### src/rtl/sweep_ctl.sv
// rtl/sweep_ctl.sv - frequency sweep sequencer feeding a DDS phase-increment word
module sweep_ctl #(
   parameter int FW = 32,
   parameter int DW = 20
) (
   input  logic          clk,
   input  logic          rstn,
   input  logic          cfg_valid,
   output logic          cfg_ready,
   input  logic [FW-1:0] cfg_start,
   input  logic [FW-1:0] cfg_stop,
   input  logic [FW-1:0] cfg_step,
   input  logic [DW-1:0] cfg_dwell,
   input  logic [1:0]    cfg_mode,
   input  logic          start,
   input  logic          abort,
   output logic [FW-1:0] frq_word,
   output logic          frq_valid,
   output logic          busy,
   output logic          done,
   output logic          err
);

   typedef enum logic [1:0] {ST_IDLE, ST_RUN, ST_FIN} state_t;

   localparam logic [1:0] MODE_REPEAT = 2'b01;
   localparam logic [1:0] MODE_TRI    = 2'b10;

   // One step from cur toward target, evaluated one bit wider so nothing wraps.
   function automatic logic [FW-1:0] step_toward(input logic [FW-1:0] cur,
                                                 input logic [FW-1:0] stp,
                                                 input logic [FW-1:0] target,
                                                 input logic          up);
      logic [FW:0]   sum;
      logic [FW-1:0] diff;
      logic [FW-1:0] res;
      sum  = {1'b0, cur} + {1'b0, stp};
      diff = cur - stp;
      if (up) begin
         res = (sum >= {1'b0, target}) ? target : sum[FW-1:0];
      end else begin
         res = ((cur < stp) || (diff <= target)) ? target : diff;
      end
      return res;
   endfunction

   state_t        state_q, state_d;
   logic [FW-1:0] sh_start_q, sh_start_d;
   logic [FW-1:0] sh_stop_q, sh_stop_d;
   logic [FW-1:0] sh_step_q, sh_step_d;
   logic [DW-1:0] sh_dwell_q, sh_dwell_d;
   logic [1:0]    sh_mode_q, sh_mode_d;
   logic          loaded_q, loaded_d;
   logic          err_q, err_d;
   logic [FW-1:0] word_q, word_d;
   logic          valid_q, valid_d;
   // Run-time copies so a config accepted alongside start cannot disturb the sweep.
   logic [DW-1:0] cnt_q, cnt_d;
   logic [DW-1:0] dwell_q, dwell_d;
   logic [FW-1:0] step_q, step_d;
   logic [1:0]    mode_q, mode_d;
   logic          up_q, up_d;
   logic [FW-1:0] origin_q, origin_d;
   logic [FW-1:0] target_q, target_d;

   assign cfg_ready = (state_q == ST_IDLE);
   assign busy      = (state_q == ST_RUN);
   assign done      = (state_q == ST_FIN);
   assign frq_word  = word_q;
   assign frq_valid = valid_q;
   assign err       = err_q;

   // Next-state, config capture, start qualification and word stepping.
   always_comb begin
      state_d    = state_q;
      sh_start_d = sh_start_q;
      sh_stop_d  = sh_stop_q;
      sh_step_d  = sh_step_q;
      sh_dwell_d = sh_dwell_q;
      sh_mode_d  = sh_mode_q;
      loaded_d   = loaded_q;
      err_d      = err_q;
      word_d     = word_q;
      valid_d    = 1'b0;
      cnt_d      = cnt_q;
      dwell_d    = dwell_q;
      step_d     = step_q;
      mode_d     = mode_q;
      up_d       = up_q;
      origin_d   = origin_q;
      target_d   = target_q;

      case (state_q)
         ST_IDLE: begin
            if (cfg_valid) begin
               sh_start_d = cfg_start;
               sh_stop_d  = cfg_stop;
               sh_step_d  = cfg_step;
               sh_dwell_d = cfg_dwell;
               sh_mode_d  = cfg_mode;
               loaded_d   = 1'b1;
               err_d      = 1'b0;
            end
            // Start is qualified against the config already held, not the one arriving now.
            if (start && !abort) begin
               if (!loaded_q || ((sh_step_q == '0) && (sh_start_q != sh_stop_q))) begin
                  err_d = 1'b1;
               end else begin
                  state_d  = ST_RUN;
                  word_d   = sh_start_q;
                  valid_d  = 1'b1;
                  cnt_d    = DW'(1);
                  dwell_d  = (sh_dwell_q == '0) ? DW'(1) : sh_dwell_q;
                  step_d   = sh_step_q;
                  mode_d   = sh_mode_q;
                  up_d     = (sh_stop_q >= sh_start_q);
                  origin_d = sh_start_q;
                  target_d = sh_stop_q;
               end
            end
         end
         ST_RUN: begin
            if (abort) begin
               state_d = ST_IDLE;
            end else if (cnt_q >= dwell_q) begin
               cnt_d = DW'(1);
               if (word_q == target_q) begin
                  case (mode_q)
                     MODE_REPEAT: begin
                        word_d  = origin_q;
                        valid_d = 1'b1;
                     end
                     MODE_TRI: begin
                        up_d     = !up_q;
                        origin_d = target_q;
                        target_d = origin_q;
                        word_d   = step_toward(word_q, step_q, origin_q, !up_q);
                        valid_d  = 1'b1;
                     end
                     default: state_d = ST_FIN;
                  endcase
               end else begin
                  word_d  = step_toward(word_q, step_q, target_q, up_q);
                  valid_d = 1'b1;
               end
            end else begin
               cnt_d = cnt_q + DW'(1);
            end
         end
         ST_FIN: begin
            state_d = ST_IDLE;
         end
         default: state_d = ST_IDLE;
      endcase
   end

   // State register; reset clears everything including the shadow config.
   always_ff @(posedge clk or negedge rstn) begin
      if (!rstn) begin
         state_q    <= ST_IDLE;
         sh_start_q <= '0;
         sh_stop_q  <= '0;
         sh_step_q  <= '0;
         sh_dwell_q <= '0;
         sh_mode_q  <= '0;
         loaded_q   <= 1'b0;
         err_q      <= 1'b0;
         word_q     <= '0;
         valid_q    <= 1'b0;
         cnt_q      <= '0;
         dwell_q    <= '0;
         step_q     <= '0;
         mode_q     <= '0;
         up_q       <= 1'b0;
         origin_q   <= '0;
         target_q   <= '0;
      end else begin
         state_q    <= state_d;
         sh_start_q <= sh_start_d;
         sh_stop_q  <= sh_stop_d;
         sh_step_q  <= sh_step_d;
         sh_dwell_q <= sh_dwell_d;
         sh_mode_q  <= sh_mode_d;
         loaded_q   <= loaded_d;
         err_q      <= err_d;
         word_q     <= word_d;
         valid_q    <= valid_d;
         cnt_q      <= cnt_d;
         dwell_q    <= dwell_d;
         step_q     <= step_d;
         mode_q     <= mode_d;
         up_q       <= up_d;
         origin_q   <= origin_d;
         target_q   <= target_d;
      end
   end

endmodule

### config.mk
export PLATFORM = sky130hd
export DESIGN_NAME = sweep_ctl
export DESIGN_NICKNAME = d
export VERILOG_FILES = /design/src/rtl/sweep_ctl.sv
export SDC_FILE = /design/constraint.sdc
export NUM_CORES = 1
export LEC_CHECK = 0
export CAP_MARGIN = 15
export CORE_ASPECT_RATIO = 0.75
export CORE_UTILIZATION = 55
export CTS_BUF_LIST = sky130_fd_sc_hd__clkbuf_4 sky130_fd_sc_hd__clkbuf_8
export DETAILED_ROUTE_END_ITERATION = 16
export DONT_BUFFER_PORTS = 1
export PLACE_DENSITY = 0.67
export SYNTH_ARGS = -nofsm -noshare
export SYNTH_HDL_FRONTEND = slang
export SYNTH_SLANG_ARGS = --single-unit
### constraint.sdc
create_clock -name clk -period 6.46 [get_ports clk]
set_input_delay 0.969 -clock clk [delete_from_list [all_inputs] [get_ports clk]]
set_output_delay 0.969 -clock clk [all_outputs]
set_load 0.1 [all_outputs]
**Word level (Yosys, flattened, before mapping)**

Cells that the tools add are included.

- Add/sub/neg operators: 3
- Magnitude comparators: 7
- Equality and inequality tests: 16
- Mux-type cells: 55
- Bitwise gates (word level): 1
- Reductions and logical operators: 19

Operators by type and width:

| cell | number |
|---|---|
| $mux 32 | 21 |
| $pmux 32 s2 | 4 |
| $mux 20 | 5 |
| $ge 33x32->1 | 2 |
| $le 32x32->1 | 2 |
| $pmux 20 s2 | 1 |
| $add 32x32->33 | 1 |
| $eq 32x32->1 | 1 |
| $ge 32x32->1 | 1 |
| $logic_not 32->1 | 1 |
| $lt 32x32->1 | 1 |
| $ne 32x32->1 | 1 |
| $sub 32x32->32 | 1 |
| $add 20x1->20 const B | 1 |
| $ge 20x20->1 | 1 |
| $logic_not 20->1 | 1 |
| $mux 1 | 15 |
| $mux 2 | 6 |
| $ne 2x1->1 const B | 4 |
| $reduce_and 7->1 | 1 |
| $ne 3x2->1 const B | 2 |
| $reduce_and 6->1 | 1 |
| $reduce_and 5->1 | 1 |
| $eq 2x1->1 const B | 2 |
| 16 further kinds | 24 |

- Register bits after elaboration: 294
- Bits of input ports: 123
- Output and inout port bits: 37
- Word-level logic and storage cells: 118

**Logic depth before layout (Yosys ltp)**

- Depth after elaboration: 10
- Gate-level depth with buffers: 23

**Least setup slack after synthesis**

OpenSTA, ideal clock, no wires.

- Path kind: register to register
- Start: register word_q[6], in the netlist frq_word[6]
- End: register word_q[21], in the netlist frq_word[21]
- Setup time: 126 ps
- Arrival time: 5527 ps
- Required time: 6334 ps
- Setup slack: 807 ps
- Stages on the path, launching flop included: 21
- Buffers on the path: 2
- Cells stage by stage: dfrtp_1 -> ha_1 -> buf_2 -> o21ai_0 -> a2111oi_0 -> a21oi_1 -> o311ai_2 -> a31oi_1 -> o31ai_2 -> xor2_1 -> ha_1 -> o21a_1 -> o21a_1 -> o22ai_1 -> o311ai_0 -> o211ai_1 -> nor3_1 -> buf_2 -> a221oi_1 -> o22ai_1 -> a221o_1

- Longest elaborated chain between the ends: 10
- Elaborated cells on any way between the ends: 23

RTL lines:

| element | line | RTL |
|---|---|---|
| start: declaration | 55 | `logic [FW-1:0] word_q, word_d;` |
| start signal: assignment | 186 | `word_q <= word_d;` |
| $sub 32x32->32 | 38 | `diff = cur - stp;` |
| $le 32x32->1 | 42 | `res = ((cur < stp) \|\| (diff <= target)) ? target : diff;` |
| $logic_or 1x1->1 | 42 |  |
| $mux 32 | 42 |  |
| $mux 32 | 39 | `if (up) begin` |
| $pmux 32 s2 | 128 | `case (mode_q)` |
| $mux 32 | 127 | `if (word_q == target_q) begin` |
| $mux 32 | 125 | `end else if (cnt_q >= dwell_q) begin` |
| $mux 32 | 123 | `if (abort) begin` |
| $pmux 32 s2 | 93 | `case (state_q)` |

Parallel ways exist; a longest one is shown, timed or not. The select of a mux whose other input is x is not followed.
A chain may end at the register's enable or synchronous reset.

**Worst setup path in the final report**

- Start: register word_q[0], in the netlist frq_word[0]
- End: register word_q[15], in the netlist frq_word[15]

Same word-level chain as after synthesis.

==> results by group <==
Die
  – Initial Utilization: 55.68%
  – # rows: 64
  – DIE AREA: 42090 um^2
  – Ports: 160
  – Die Wd: 236.6 um
  – Core ar.: 40760 um^2
  – DIE HEIGHT: 177.9 um

Worst hold path
  – Hold Crit Class: primary input to async pin

Clock tree
  – Worst-path clk slew: 80 ps
  – Root buffer cell: clkbuf_8
  – CTS tree: yes
  – Worst skew pair latency: 670 ps
  – Cts bufs inserted: 50
  – Clock Sink Count: 294
  – Clock Tree Buf Depth: 3
  – Htree depth: 2

Layout
  – Post-Layout Cell Count: 3288
  – # fillers: 3479
  – Fin nets: 3092
  – Layout cells sized above 1: 14.10%
  – FF/Latch Area: 7357 um^2
  – Area Overhead vs Synth: 11.23%
  – Area of the multi-input gates: 14120 um^2

Logic synthesis
  – Async SR Flop Fraction: 100.0%
  – Post-Syn Instances: 2659
  – Largest area contributor in the synthesized netlist: dfrtp_1
  – Mapped Nets: 3030
  – Synth warnings: 0
  – Synth top area share: 32.42%
  – Synth Register Bits: 294
  – Syn Std Cell Area: 22690 um^2
  – Post-synth EDFFs: 0
  – Most frequent cell after synthesis: nand2_1
  – Top cells by area, synth: dfrtp_1, ha_1, nand2_1
  – Synthesized area per cell: 8.535 um^2
  – Unique masters post-synth: 87
  – Post-synth top flop: dfrtp_1
  – Top cells by instance count after synthesis: nand2_1, dfrtp_1, ha_1
  – Sequential share of the synthesized area: 32.42%

STA
  – Worst slew pin tran: 1291 ps
  – Achievable frequency: 157.0 MHz
  – Final min period: 6369 ps
  – RSZ-0062 raised after global routing: false
  – Slew headroom: 13.32%
  – Worst-case clock skew: 57.13 ps
  – Worst hold slack: 41.06 ps
  – # setup viols final: 0
  – Period Utilization, post-route: 98.59%
  – Slew Viols, Final: 0
  – Fin. Hold Viols: 0

Placement
  – Port Buffers: 0
  – DP HPWL: 69490 um
  – Post-Place Cells: 3189
  – GP Congestion: 1.082

Pwr
  – Power Dens Cells: 634.0 nW/um^2
  – Leak: 11.34 nW
  – Maximum vdd ir drop: 408.6 uV

Global route
  – Pin count of the biggest net entering global routing: 295
  – First-pass GRT wire length: 132000 um
  – Grt ovf: 0
  – Vias in the first global route: 20800
  – Initial antenna violation count: 1
  – All-layer global routing usage: 42.05%

Detailed routing
  – WL final: 89960 um
  – # DRC: 0
  – DRT antenna net count: 0
  – Vias per cell: 6.703
  – Via count: 22040
  – DR WL/cell: 27.36 um
  – DRT iter0 DRCs: 2756
  – DRT Pass-1 Iters: 8

Status
  – Outcome: completed

Critical path
  – WS Path Type: register to register
  – Reg-to-reg endpoint: frq_word[15]
  – Worst reg-to-reg setup slack: 90 ps
  – Reg2reg path depth: 20
  – Worst path required time: 6830 ps
  – CP endpoint kind: register
  – Critical path data arrival time: 6740 ps
  – CP Launch Type: register
  – CP max FO: 12
  – Reg-to-Reg Start: frq_word[0]

Run
  – Max Cap Viol: 0
[metal layers]
layer	part of all wire [%]	wire (um)	GRT usage (%)	vias up
met5	0.063	57	1.049	-
met4	4.3	3879	16.77	2
met3	10	9226	10.19	239
met2	43	38960	64.15	1285
met1	42	37840	57.20	10760
li1	-	-	-	9758
[sequential cells by signal, indices dropped and copies added, names as in the netlist, 32 cells and up]
name	cells
frq_word	32
origin_q	32
sh_start_q	32
sh_step_q	32
sh_stop_q	32
step_q	32
target_q	32
[layout make-up]
class / count / share of cell area [%]
clock buffers: 73 / 3.658
flip-flops and latches: 294 / 29.15
repair buffers: 144 / 4.590
inverters: 204 / 3.039
well taps: 528 / 2.617
clock inverters: 16 / 1.001
diodes: 2 / 0.01983
multi-input cells: 2027 / 55.93
[placed cells by master, fill, tap and decap left out, types with 65 or more instances in the layout]
master / n
dfrtp_1: 294
inv_1: 200
ha_1: 243
mux2_2: 102
a31oi_1: 85
nand3_1: 65
buf_4: 136
a21oi_1: 136
nor2_1: 185
nand2_1: 330
o21ai_0: 194
[critical path: stages (launching register included)]
cell       delay (ps)
dfrtp_1           470
inv_1              70
ha_1              200
inv_1              70
fa_1              230
a211oi_1          130
o211ai_1          410
a21oi_1           140
buf_4             210
o311ai_4          390
a21oi_1           150
xnor2_1           710
ha_1              320
nand3_1           160
o31ai_1           710
o211a_1           430
nand2_1           230
buf_12            220
a221oi_1          290
a2bb2oi_1         210
o221ai_1          270
[cell families after synthesis]
kind of cell / Yosys count / synth area share (%)
AOI/OAI and AO/OA: 728 / 20.89
DFF: 294 / 32.42
xor gates and xnor gates: 95 / 3.666
buffers and inverters: 339 / 5.910
muxes: 140 / 6.743
adders and majority gates: 248 / 13.74
and+or+nand+nor: 815 / 16.63
[how the worst max path moves through the flow]
stage                      from            to  slack, ps  depth (start not counted)
floorplan           frq_word[6]  frq_word[21]        810                         20
global placement     step_q[13]   frq_word[5]       -190                         22
detailed placement   step_q[13]   frq_word[5]         70                         22
CTS                  step_q[13]  frq_word[17]         60                         21
global route        frq_word[0]  frq_word[29]          9                         24
finish              frq_word[0]  frq_word[15]         90                         20
[metrics by stage]
stage	instance area, um^2	setup slack, ps	setup TNS (ps)	util (%)	power (mW)
2_1_floorplan	22690	807.4	0	-	9.221
3_3_place_gp	23890	-187.1	-1021	58.60	13.02
3_5_place_dp	23890	69.24	0	58.60	13.11
4_1_cts	25080	56.32	0	61.54	15.20
5_1_grt	25240	8.717	0	61.92	16.68
6_report	25240	90.93	0	61.93	16.00
[repair_timing]
action / 4_1_cts / 5_1_grt
setup endpoints to repair: 4 / 31
cloned: 0 / 1
hold endpoints to repair: 1 / 0
buffers inserted: 0 / 5
pin swaps: 0 / 1
gates resized for setup: 1 / 15
hold buffers: 1 / 0
[where the power goes]
group | internal (mW) | switching (mW) | leakage [nW]
clock network | 1.13 | 0.879 | 0.614
registers | 2.27 | 0.565 | 3.49
logic | 3.96 | 7.20 | 7.24
Note: power is estimated with default switching activity, not from simulation.
